--- config.mk ---
export PLATFORM = sky130hd
export DESIGN_NAME = ysyx_22051013_lsu
export DESIGN_NICKNAME = d
export VERILOG_FILES = /design/src/rtl/ysyx_22051013_lsu_pkg.sv /design/src/rtl/ysyx_22051013_lsu_align.sv /design/src/rtl/ysyx_22051013_lsu.sv
export SDC_FILE = /design/constraint.sdc
export NUM_CORES = 1
export LEC_CHECK = 0
export ABC_AREA = 1
export CORE_AREA = 2 2 223 225
export CTS_CLUSTER_DIAMETER = 40
export CTS_CLUSTER_SIZE = 25
export DETAILED_ROUTE_END_ITERATION = 10
export DIE_AREA = 0 0 225 227
export GPL_TIMING_DRIVEN = 0
export MAX_ROUTING_LAYER = met4
export PLACE_DENSITY = 0.45
export SYNTH_ARGS = -nofsm -noshare
export SYNTH_HDL_FRONTEND = slang
export SYNTH_SLANG_ARGS = --single-unit
--- constraint.sdc ---
create_clock -name clk -period 2 [get_ports clk]
set_input_delay 0.4 -clock clk [delete_from_list [all_inputs] [get_ports clk]]
set_output_delay 0.4 -clock clk [all_outputs]
set_load 0.005 [all_outputs]
--- src/rtl/ysyx_22051013_lsu_pkg.sv ---
// Shared widths and encodings for the load/store stage.
package ysyx_22051013_lsu_pkg;

  localparam int unsigned XLEN      = 64;
  localparam int unsigned INST_W    = 32;
  localparam int unsigned REGADDR_W = 5;
  localparam int unsigned STRB_W    = XLEN / 8;
  localparam int unsigned LANE_W    = 3;

  // funct3 access size/sign encodings
  localparam logic [2:0] F3_LB  = 3'b000;
  localparam logic [2:0] F3_LH  = 3'b001;
  localparam logic [2:0] F3_LW  = 3'b010;
  localparam logic [2:0] F3_LD  = 3'b011;
  localparam logic [2:0] F3_LBU = 3'b100;
  localparam logic [2:0] F3_LHU = 3'b101;
  localparam logic [2:0] F3_LWU = 3'b110;

  // writeback select encodings
  localparam logic [1:0] WB_ALU  = 2'b00;
  localparam logic [1:0] WB_LOAD = 2'b01;

  typedef enum logic [1:0] {
    S_IDLE = 2'b00,
    S_REQ  = 2'b01,
    S_WAIT = 2'b10,
    S_DONE = 2'b11
  } lsu_state_e;

endpackage

--- src/rtl/ysyx_22051013_lsu_align.sv ---
// Byte-lane alignment: store strobe/data shift, load extract/extend, misalign check.
module ysyx_22051013_lsu_align
  import ysyx_22051013_lsu_pkg::*;
(
  input  logic              i_valid,
  input  logic              i_mem_op,
  input  logic [LANE_W-1:0] i_lane,
  input  logic [2:0]        i_funct3,
  input  logic [XLEN-1:0]   i_store_data,
  input  logic [XLEN-1:0]   i_rdata,
  output logic [STRB_W-1:0] o_wstrb,
  output logic [XLEN-1:0]   o_wdata,
  output logic [XLEN-1:0]   o_ldata,
  output logic              o_misalign
);

  logic [5:0]        w_bitsh;
  logic [STRB_W-1:0] w_strb_base;
  logic [XLEN-1:0]   w_rsh;
  logic              w_bad;

  assign w_bitsh = {i_lane, 3'b000};

  // size is funct3[1:0] for both signed and unsigned variants
  always_comb begin
    w_strb_base = 8'hFF;
    w_bad       = 1'b0;
    case (i_funct3[1:0])
      2'b00: begin w_strb_base = 8'h01; w_bad = 1'b0;        end
      2'b01: begin w_strb_base = 8'h03; w_bad = i_lane[0];   end
      2'b10: begin w_strb_base = 8'h0F; w_bad = |i_lane[1:0]; end
      default: begin w_strb_base = 8'hFF; w_bad = |i_lane;   end
    endcase
  end

  assign o_wstrb    = STRB_W'(w_strb_base << i_lane);
  assign o_wdata    = XLEN'(i_store_data << w_bitsh);
  assign o_misalign = i_valid & i_mem_op & w_bad;
  assign w_rsh      = XLEN'(i_rdata >> w_bitsh);

  always_comb begin
    o_ldata = w_rsh;
    case (i_funct3)
      F3_LB:   o_ldata = {{(XLEN-8){w_rsh[7]}}, w_rsh[7:0]};
      F3_LH:   o_ldata = {{(XLEN-16){w_rsh[15]}}, w_rsh[15:0]};
      F3_LW:   o_ldata = {{(XLEN-32){w_rsh[31]}}, w_rsh[31:0]};
      F3_LBU:  o_ldata = {{(XLEN-8){1'b0}}, w_rsh[7:0]};
      F3_LHU:  o_ldata = {{(XLEN-16){1'b0}}, w_rsh[15:0]};
      F3_LWU:  o_ldata = {{(XLEN-32){1'b0}}, w_rsh[31:0]};
      default: o_ldata = w_rsh;
    endcase
  end

endmodule

--- src/rtl/ysyx_22051013_lsu.sv ---
// Load/store stage: single-outstanding memory request FSM, load capture and stall.
module ysyx_22051013_lsu
  import ysyx_22051013_lsu_pkg::*;
(
  input  logic              clk,
  input  logic              rst,
  input  logic              ls_valid,
  input  logic [INST_W-1:0] ls_inst,
  input  logic [XLEN-1:0]   ls_pc,
  input  logic [XLEN-1:0]   ls_exu_res,
  input  logic [XLEN-1:0]   ls_store_data,
  input  logic              ls_mem_ren,
  input  logic              ls_mem_wen,
  input  logic [2:0]        ls_funct3,
  input  logic [1:0]        ls_wbctl,
  input  logic              ls_hold,
  output logic              mem_req_valid,
  input  logic              mem_req_ready,
  output logic              mem_we,
  output logic [XLEN-1:0]   mem_addr,
  output logic [XLEN-1:0]   mem_wdata,
  output logic [STRB_W-1:0] mem_wstrb,
  input  logic              mem_rsp_valid,
  input  logic [XLEN-1:0]   mem_rdata,
  output logic [XLEN-1:0]   ls_wbdata,
  output logic [XLEN-1:0]   ls_data_forward,
  output logic              lsu_stall,
  output logic              ls_misalign
);

  lsu_state_e        r_state;
  lsu_state_e        w_state_nxt;
  logic [XLEN-1:0]   r_data;
  logic              w_mem_op;
  logic              w_access;
  logic              w_is_load;
  logic              w_misalign;
  logic [STRB_W-1:0] w_wstrb;
  logic [XLEN-1:0]   w_wdata;
  logic [XLEN-1:0]   w_ldata;
  logic              w_unused;

  // instruction and pc are carried by the pipeline register, not consumed here
  assign w_unused = ^{ls_inst, ls_pc};

  assign w_mem_op  = ls_mem_ren | ls_mem_wen;
  assign w_is_load = ls_mem_ren & ~ls_mem_wen;
  assign w_access  = ls_valid & w_mem_op & ~w_misalign;

  ysyx_22051013_lsu_align u_align (
    .i_valid      (ls_valid),
    .i_mem_op     (w_mem_op),
    .i_lane       (ls_exu_res[LANE_W-1:0]),
    .i_funct3     (ls_funct3),
    .i_store_data (ls_store_data),
    .i_rdata      (mem_rdata),
    .o_wstrb      (w_wstrb),
    .o_wdata      (w_wdata),
    .o_ldata      (w_ldata),
    .o_misalign   (w_misalign)
  );

  always_ff @(posedge clk) begin
    if (rst) r_state <= S_IDLE;
    else     r_state <= w_state_nxt;
  end

  // stores complete with zero writeback data
  always_ff @(posedge clk) begin
    if (rst)                                     r_data <= '0;
    else if (r_state == S_WAIT && mem_rsp_valid) r_data <= w_is_load ? w_ldata : '0;
  end

  always_comb begin
    w_state_nxt   = r_state;
    mem_req_valid = 1'b0;
    lsu_stall     = 1'b0;
    case (r_state)
      S_IDLE: begin
        if (w_access) begin
          mem_req_valid = 1'b1;
          lsu_stall     = 1'b1;
          w_state_nxt   = mem_req_ready ? S_WAIT : S_REQ;
        end
      end
      S_REQ: begin
        mem_req_valid = 1'b1;
        lsu_stall     = 1'b1;
        if (mem_req_ready) w_state_nxt = S_WAIT;
      end
      S_WAIT: begin
        lsu_stall = 1'b1;
        if (mem_rsp_valid) w_state_nxt = S_DONE;
      end
      default: begin
        if (!ls_hold) w_state_nxt = S_IDLE;
      end
    endcase
  end

  // request fields read zero whenever no request is being presented
  assign mem_we    = mem_req_valid & ls_mem_wen;
  assign mem_addr  = mem_req_valid ? {ls_exu_res[XLEN-1:3], 3'b000} : '0;
  assign mem_wstrb = (mem_req_valid & ls_mem_wen) ? w_wstrb : '0;
  assign mem_wdata = (mem_req_valid & ls_mem_wen) ? w_wdata : '0;

  assign ls_misalign     = w_misalign;
  assign ls_wbdata       = (r_state == S_DONE) ? r_data : '0;
  assign ls_data_forward = (ls_wbctl == WB_LOAD && r_state == S_DONE) ? ls_wbdata : ls_exu_res;

endmodule

==> metrics, run 1 <==
Die Y=around 230 um; worst slack at placement=-1940 ps; fin nets=around 2.5k; YS warnings=0; crit path capture type=primary output; Post-route DRC=0; EDFF count, synth=0; routed wire length=61400 um; Post-Synthesis Cells=approximately 1.6k; port bufs=approximately 470; htree depth=3; minimum clock period=2440 ps; largest net degree at the start of global routing=20; Arrival @ worst endpoint=between 2000 and 2500 ps; TritonRoute pass-1 iters=7; post-synthesis mux area share=0%; PnR worst setup slack=-442 ps; Slew headroom=between 50 and 60%; Worst-Skew Late Latency=between 300 and 400 ps; IO Count=~570; P_leak=roughly 9.4 nW; grt ovf=0; post-route antenna net violation count=0; Clock Path Buffers=2; Synth cell types=36; layout cell share with drive strength beyond 1=between 30% and 40%; largest cells by area after synthesis=nand2_1, dfxtp_1, o21ai_0; clk slew on worst S/H paths=50 ps; Compound-Gate Fraction of Synth Area=roughly 25%; Yosys top cell by area=nand2_1; Sink Count=66; Yosys top cell area share=25.2%; site row count=about 80; Die X=~230 um; VDD IR max=just over 0.4 mV; final setup vio count=249; Fmax=410 MHz; Main synth FF type=dfxtp_1; largest family of logic cells by synthesized area=simple AND/OR/NAND/NOR gates; routed via count=about 13k; crit-path max FO=10; sequential area share after synthesis=between 10% and 20%; CTS tree=built; GPL Wtd Cong=0.913; setup TNS=-71840 ps; die area=between 50000 and 60000 um^2; DP HPWL=~47000 um; Layout area overhead=107%; CTS root buf=clkbuf_16; FFs w/ async S/R, synth=0%; filler instances=~5.3k; post-synthesis adder-cell area fraction=less than 1%; core footprint=48500 um^2; status=finished, violations left; RSZ-0062 raised after global routing=true; # hold bufs at CTS=0; wire per inst=21.5 um; worst min path class=in2reg; footprint of the multi-input gates=7200 um^2; pwr/cell area=551 nW/um^2; Slew Limit Fails=0; vias in the first global route=around 13k; vias per inst=between 4 and 5; total power=about 9.5 mW; total CTS buffers=9; Slew @ Worst Pin=roughly 680 ps; mapped cell area=between 8000 and 9000 um^2; global-route wire length before repair=approximately 84000 um; period utilization=122%; register area=about 1300 um^2; post-synthesis simple-gate area fraction=roughly two fifths; First DRT Iteration DRCs=a little over 1k; max cap viols=0; crit path launch type=input pin; CP required=1600 ps; failing checks=setup timing; gr usage total=between 20% and 30%; antenna violations before repair=16; syn_area_per_cell=5.13 um^2; crit path kind=in2out; Final Hold Viols=0; Yosys reg bits=66; Starting Density=17.1%; skew final=9.50 ps; post-synthesis xor/xnor area fraction=0%
## routing by layer
layer,part of all wire (%),track usage [%],vias up
met4,3.3,6.34,0
met3,9.0,5.27,106
li1,-,-,6341
met1,39,26.5,6176
met5,0,-,-
met2,49,39.9,644
## path summary, 6_finish.rpt
path / startpoint / endpoint / slack (ps) / depth (start not counted)
hold reg to reg: r_data[0] / r_data[0] / 480 / 2
hold / removal: rst / r_data[34] / 440 / 2
setup reg to reg: r_state[1] / r_data[31] / 120 / 8
setup / recovery: ls_exu_res[1] / mem_wdata[28] / -440 / 14
## registers in the layout (all words and copies together), names as in the netlist
| name | flops |
|---|---|
| r_data | 64 |
| r_state | 2 |
## power by group
group / switching [mW] / internal, mW / leakage (nW)
clock network: 0.602 / 1.07 / 0.152
registers: 0.0574 / 1.38 / 0.533
logic: 3.41 / 2.96 / 8.70
total: 4.07 / 5.40 / 9.39
## cells in the mapped netlist (all sizes together), types with 4 or more instances
cell	instances
inv	198
ha	4
nand3	69
a22oi	6
or2	4
o21a	12
a21oi	129
clkbuf	50
a31oi	9
a211oi	5
nand4	8
o21ai	197
o211ai	10
o311ai	4
buf	82
nor2	172
o31ai	5
nor3	9
dfxtp	66
nand2	564
o2111ai	9
## worst max-delay path, cell delays in order
cell     delay [ps]
buf_12          110
nor2_8          130
inv_4            50
o21ai_4         190
o21ai_4          90
nor2_2          100
nand2_2         110
nand2_8         110
nand2_8         130
inv_8           110
nand2_8          80
buf_12          170
nor2_4          110
buf_2           130
## final cells by class
cell class,count,area share [%]
clock buffers,13,1.57
inverters,199,4.59
multi-input cells,1221,41.9
well taps,622,4.53
clock inverters,3,0.269
flip-flops and latches,66,7.73
repair buffers,596,31.3
repair inverters,1,0.117
plain buffers,122,7.72
diodes,15,0.218
## cell usage in the layout (no fill, tap or decap), drive strengths merged
master / n
a31oi: 9
or2: 4
inv: 198
o21a: 12
clkdlybuf4s50: 195
o2111ai: 9
ha: 4
nand2: 564
o21ai: 197
clkbuf: 115
a21oi: 129
bufinv: 1
o311ai: 4
buf: 382
clkinv: 3
a211oi: 5
dfxtp: 66
o31ai: 5
nor3: 9
conb: 3
nand4: 9
diode: 15
a22oi: 6
dlygate4sd2: 1
dlymetal6s2s: 38
nand3: 69
clkinvlp: 1
nand3b: 1
o211ai: 10
nor2: 172
## cell families after synthesis
group	Yosys count
buf+inv	331
flops	66
fa+ha+maj	4
simple gates	827
other cells	1
compound gates	386
## per-stage QoR
stage	std cells	util [%]	instance area [um^2]	hold slack (ps)
3_3_place_gp	2705	28.3	13700	456
5_1_grt	2858	35.4	17200	454
3_5_place_dp	2705	28.3	13700	456
4_1_cts	2776	32.0	15500	436
6_report	2858	35.4	17200	436
2_1_floorplan	1617	-	8300	446
## what timing repair did
item	in CTS	in global routing
pin swaps	24	47
gates cloned	10	10
endpoints found under the hold margin	0	0
setup endpoints to repair	330	329
gates resized for setup	762	1017
buffers inserted	46	75
Note: power is estimated with default switching activity, not from simulation.
==> inputs of run 2 (changes only) <==
--- a/config.mk
+++ b/config.mk
@@ -13,7 +13,7 @@
 export DIE_AREA = 0 0 225 227
 export GPL_TIMING_DRIVEN = 0
 export MAX_ROUTING_LAYER = met4
-export PLACE_DENSITY = 0.45
+export PLACE_DENSITY = 0.44
 export SYNTH_ARGS = -nofsm -noshare
 export SYNTH_HDL_FRONTEND = slang
 export SYNTH_SLANG_ARGS = --single-unit
==> run 2 against run 1 <==
Against the previous run: the run still ends with setup timing left; non-clock buffer count rose by 43; critical path depth decreased by 5; combinational power rose by 9.7%; largest power group unchanged; critical endpoint is now ls_data_forward[18]; register-to-register slack worse by 30 ps; highest routed layer unchanged.
==> metrics, run 2 (same netlist as run 1, synthesis figures left out) <==
wire per inst=~22 um; Post-route DRC=0; VDD IR max=~0.35 mV; global-route wire length before repair=~86000 um; hold depth=2; # hold bufs at CTS=0; routed wire length=~63000 um; Biggest register=r_data; Largest register FFs=between 60 and 70; minimum clock period=around 2400 ps; vias per inst=4.65; most frequent cells in the layout=nand2_1, clkdlybuf4s50_1, buf_2; crit path launch type=flip-flop; post-route antenna net violation count=0; port bufs=466; PnR worst setup slack=-393 ps; pwr/cell area=between 500 and 600 nW/um^2; site row count=81; Arrival @ worst endpoint=~2000 ps; Die X=approximately 230 um; grt ovf=0; GPL Wtd Cong=~0.95; Die Y=around 230 um; final setup vio count=264; Final Hold Viols=0; IO Count=~570; total power=between 10 and 15 mW; routed via count=about 13k; top flop regs=r_data: 64 flops, r_state: 2 flops; crit path kind=reg2out; P_leak=about 9.1 nW; crit path capture type=primary output; CTS tree=built; antenna violations before repair=12; die area=51100 um^2; CTS root buf=clkbuf_16; Slew @ Worst Pin=approximately 770 ps; commonest non-fill, non-tap cell in the layout=nand2_1; Worst-Skew Late Latency=roughly 340 ps; failing checks=setup timing; Fmax=418 MHz; RSZ-0062 raised after global routing=true; crit-path max FO=5; hold slack=443 ps; final std cells w/o fill=around 2.9k; dpl cells=2705; Area after DPL=approximately 14000 um^2; fin area=roughly 18000 um^2; skew final=12.3 ps; CP required=~1600 ps; First DRT Iteration DRCs=920; largest net degree at the start of global routing=20; Starting Density=between 10% and 20%; period utilization=120%; DP HPWL=approximately 48000 um; Clock Path Buffers=2; layout cell share with drive strength beyond 1=~42%; gr usage total=around a quarter; clk slew on worst S/H paths=about 60 ps; htree depth=3; Slew Limit Fails=0; total CTS buffers=9; fin nets=about 2.6k; vias in the first global route=between 10k and 15k; filler instances=5261; TritonRoute pass-1 iters=6; status=finished, violations left; worst min path class=in2reg; Sink Count=66; core footprint=48500 um^2; Layout area overhead=120%; FF-to-FF path depth=8; max cap viols=0; Slew headroom=around half
run 2: cell count changes in the layout (fill, tap and decap cells not counted), moves of 20 or more:
cell / previous run / this run
buf_2: 161 / 208
buf_6: 78 / 112
buf_8: 21 / 41
clkbuf_2: 65 / 20
dlymetal6s2s_1: 38 / 2
nand2_2: 30 / 52
nor2_4: 68 / 94
o21ai_0: 85 / 56
o21ai_2: 61 / 91
run 2: metal layers:
| layer | routed length (um) | vias to the layer above | global-route usage (%) | share of wire [%] |
|---|---|---|---|---|
| met1 | 25400 | 6314 | 27.9 | 41 |
| met5 | 0 | - | - | 0 |
| met3 | 4550 | 72 | 4.50 | 7.3 |
| li1 | - | 6462 | - | - |
| met2 | 30900 | 631 | 40.8 | 49 |
| met4 | 1710 | 0 | 7.69 | 2.7 |
run 2: repair_timing:
action	in CTS	in global routing
setup endpoints to repair	330	291
pin swaps	60	81
cloned	21	5
resized for setup	1636	473
setup buffers	106	60
hold endpoints to repair	0	0
run 2: per-stage QoR:
step | setup WS, ps | setup TNS (ps) | util (%)
final | -393 | -72330 | 37.6
after global routing | -460 | -88820 | 37.6
after CTS | -459 | -71360 | 34.3
after detailed placement | -1810 | -379290 | 28.3
after floorplan | 13.9 | 0 | -
after global placement | -1850 | -373670 | 28.3
run 2: power breakdown:
group	leakage [nW]	internal [mW]	total [mW]	switching [mW]
Sequential	0.533	1.38	1.44	0.0611
Clock	0.177	1.35	1.97	0.617
Combinational	8.42	3.35	6.99	3.64
Total	9.13	6.08	10.4	4.32
run 2: worst max-delay path, cell delays in order, from the launching register on:
cell	delay, ps
dfxtp_4	380
ha_4	190
nand3b_1	150
buf_6	170
buf_8	120
buf_8	130
clkbuf_16	160
buf_6	110
o21ai_2	100
buf_2	140
run 2: cell type report:
type | count | area (um^2) | share of cell area [%]
multi-input cells | 1221 | 7660 | 42.0
plain buffers | 119 | 1460 | 8.03
flip-flops and latches | 66 | 1330 | 7.29
inverters | 199 | 791 | 4.34
diodes | 12 | 30.0 | 0.165
clock buffers | 10 | 229 | 1.26
clock inverters | 6 | 138 | 0.755
repair buffers | 642 | 5800 | 31.8
repair inverters | 1 | 20.0 | 0.110
well taps | 622 | 778 | 4.27
run 2: worst paths after layout:
path,from,slack [ps],end
worst min-delay path,rst,440,r_data[34]
worst min register to register,r_data[6],470,r_data[6]
worst max-delay path,r_state[0],-390,ls_data_forward[18]
worst max register to register,r_state[0],90,r_data[36]
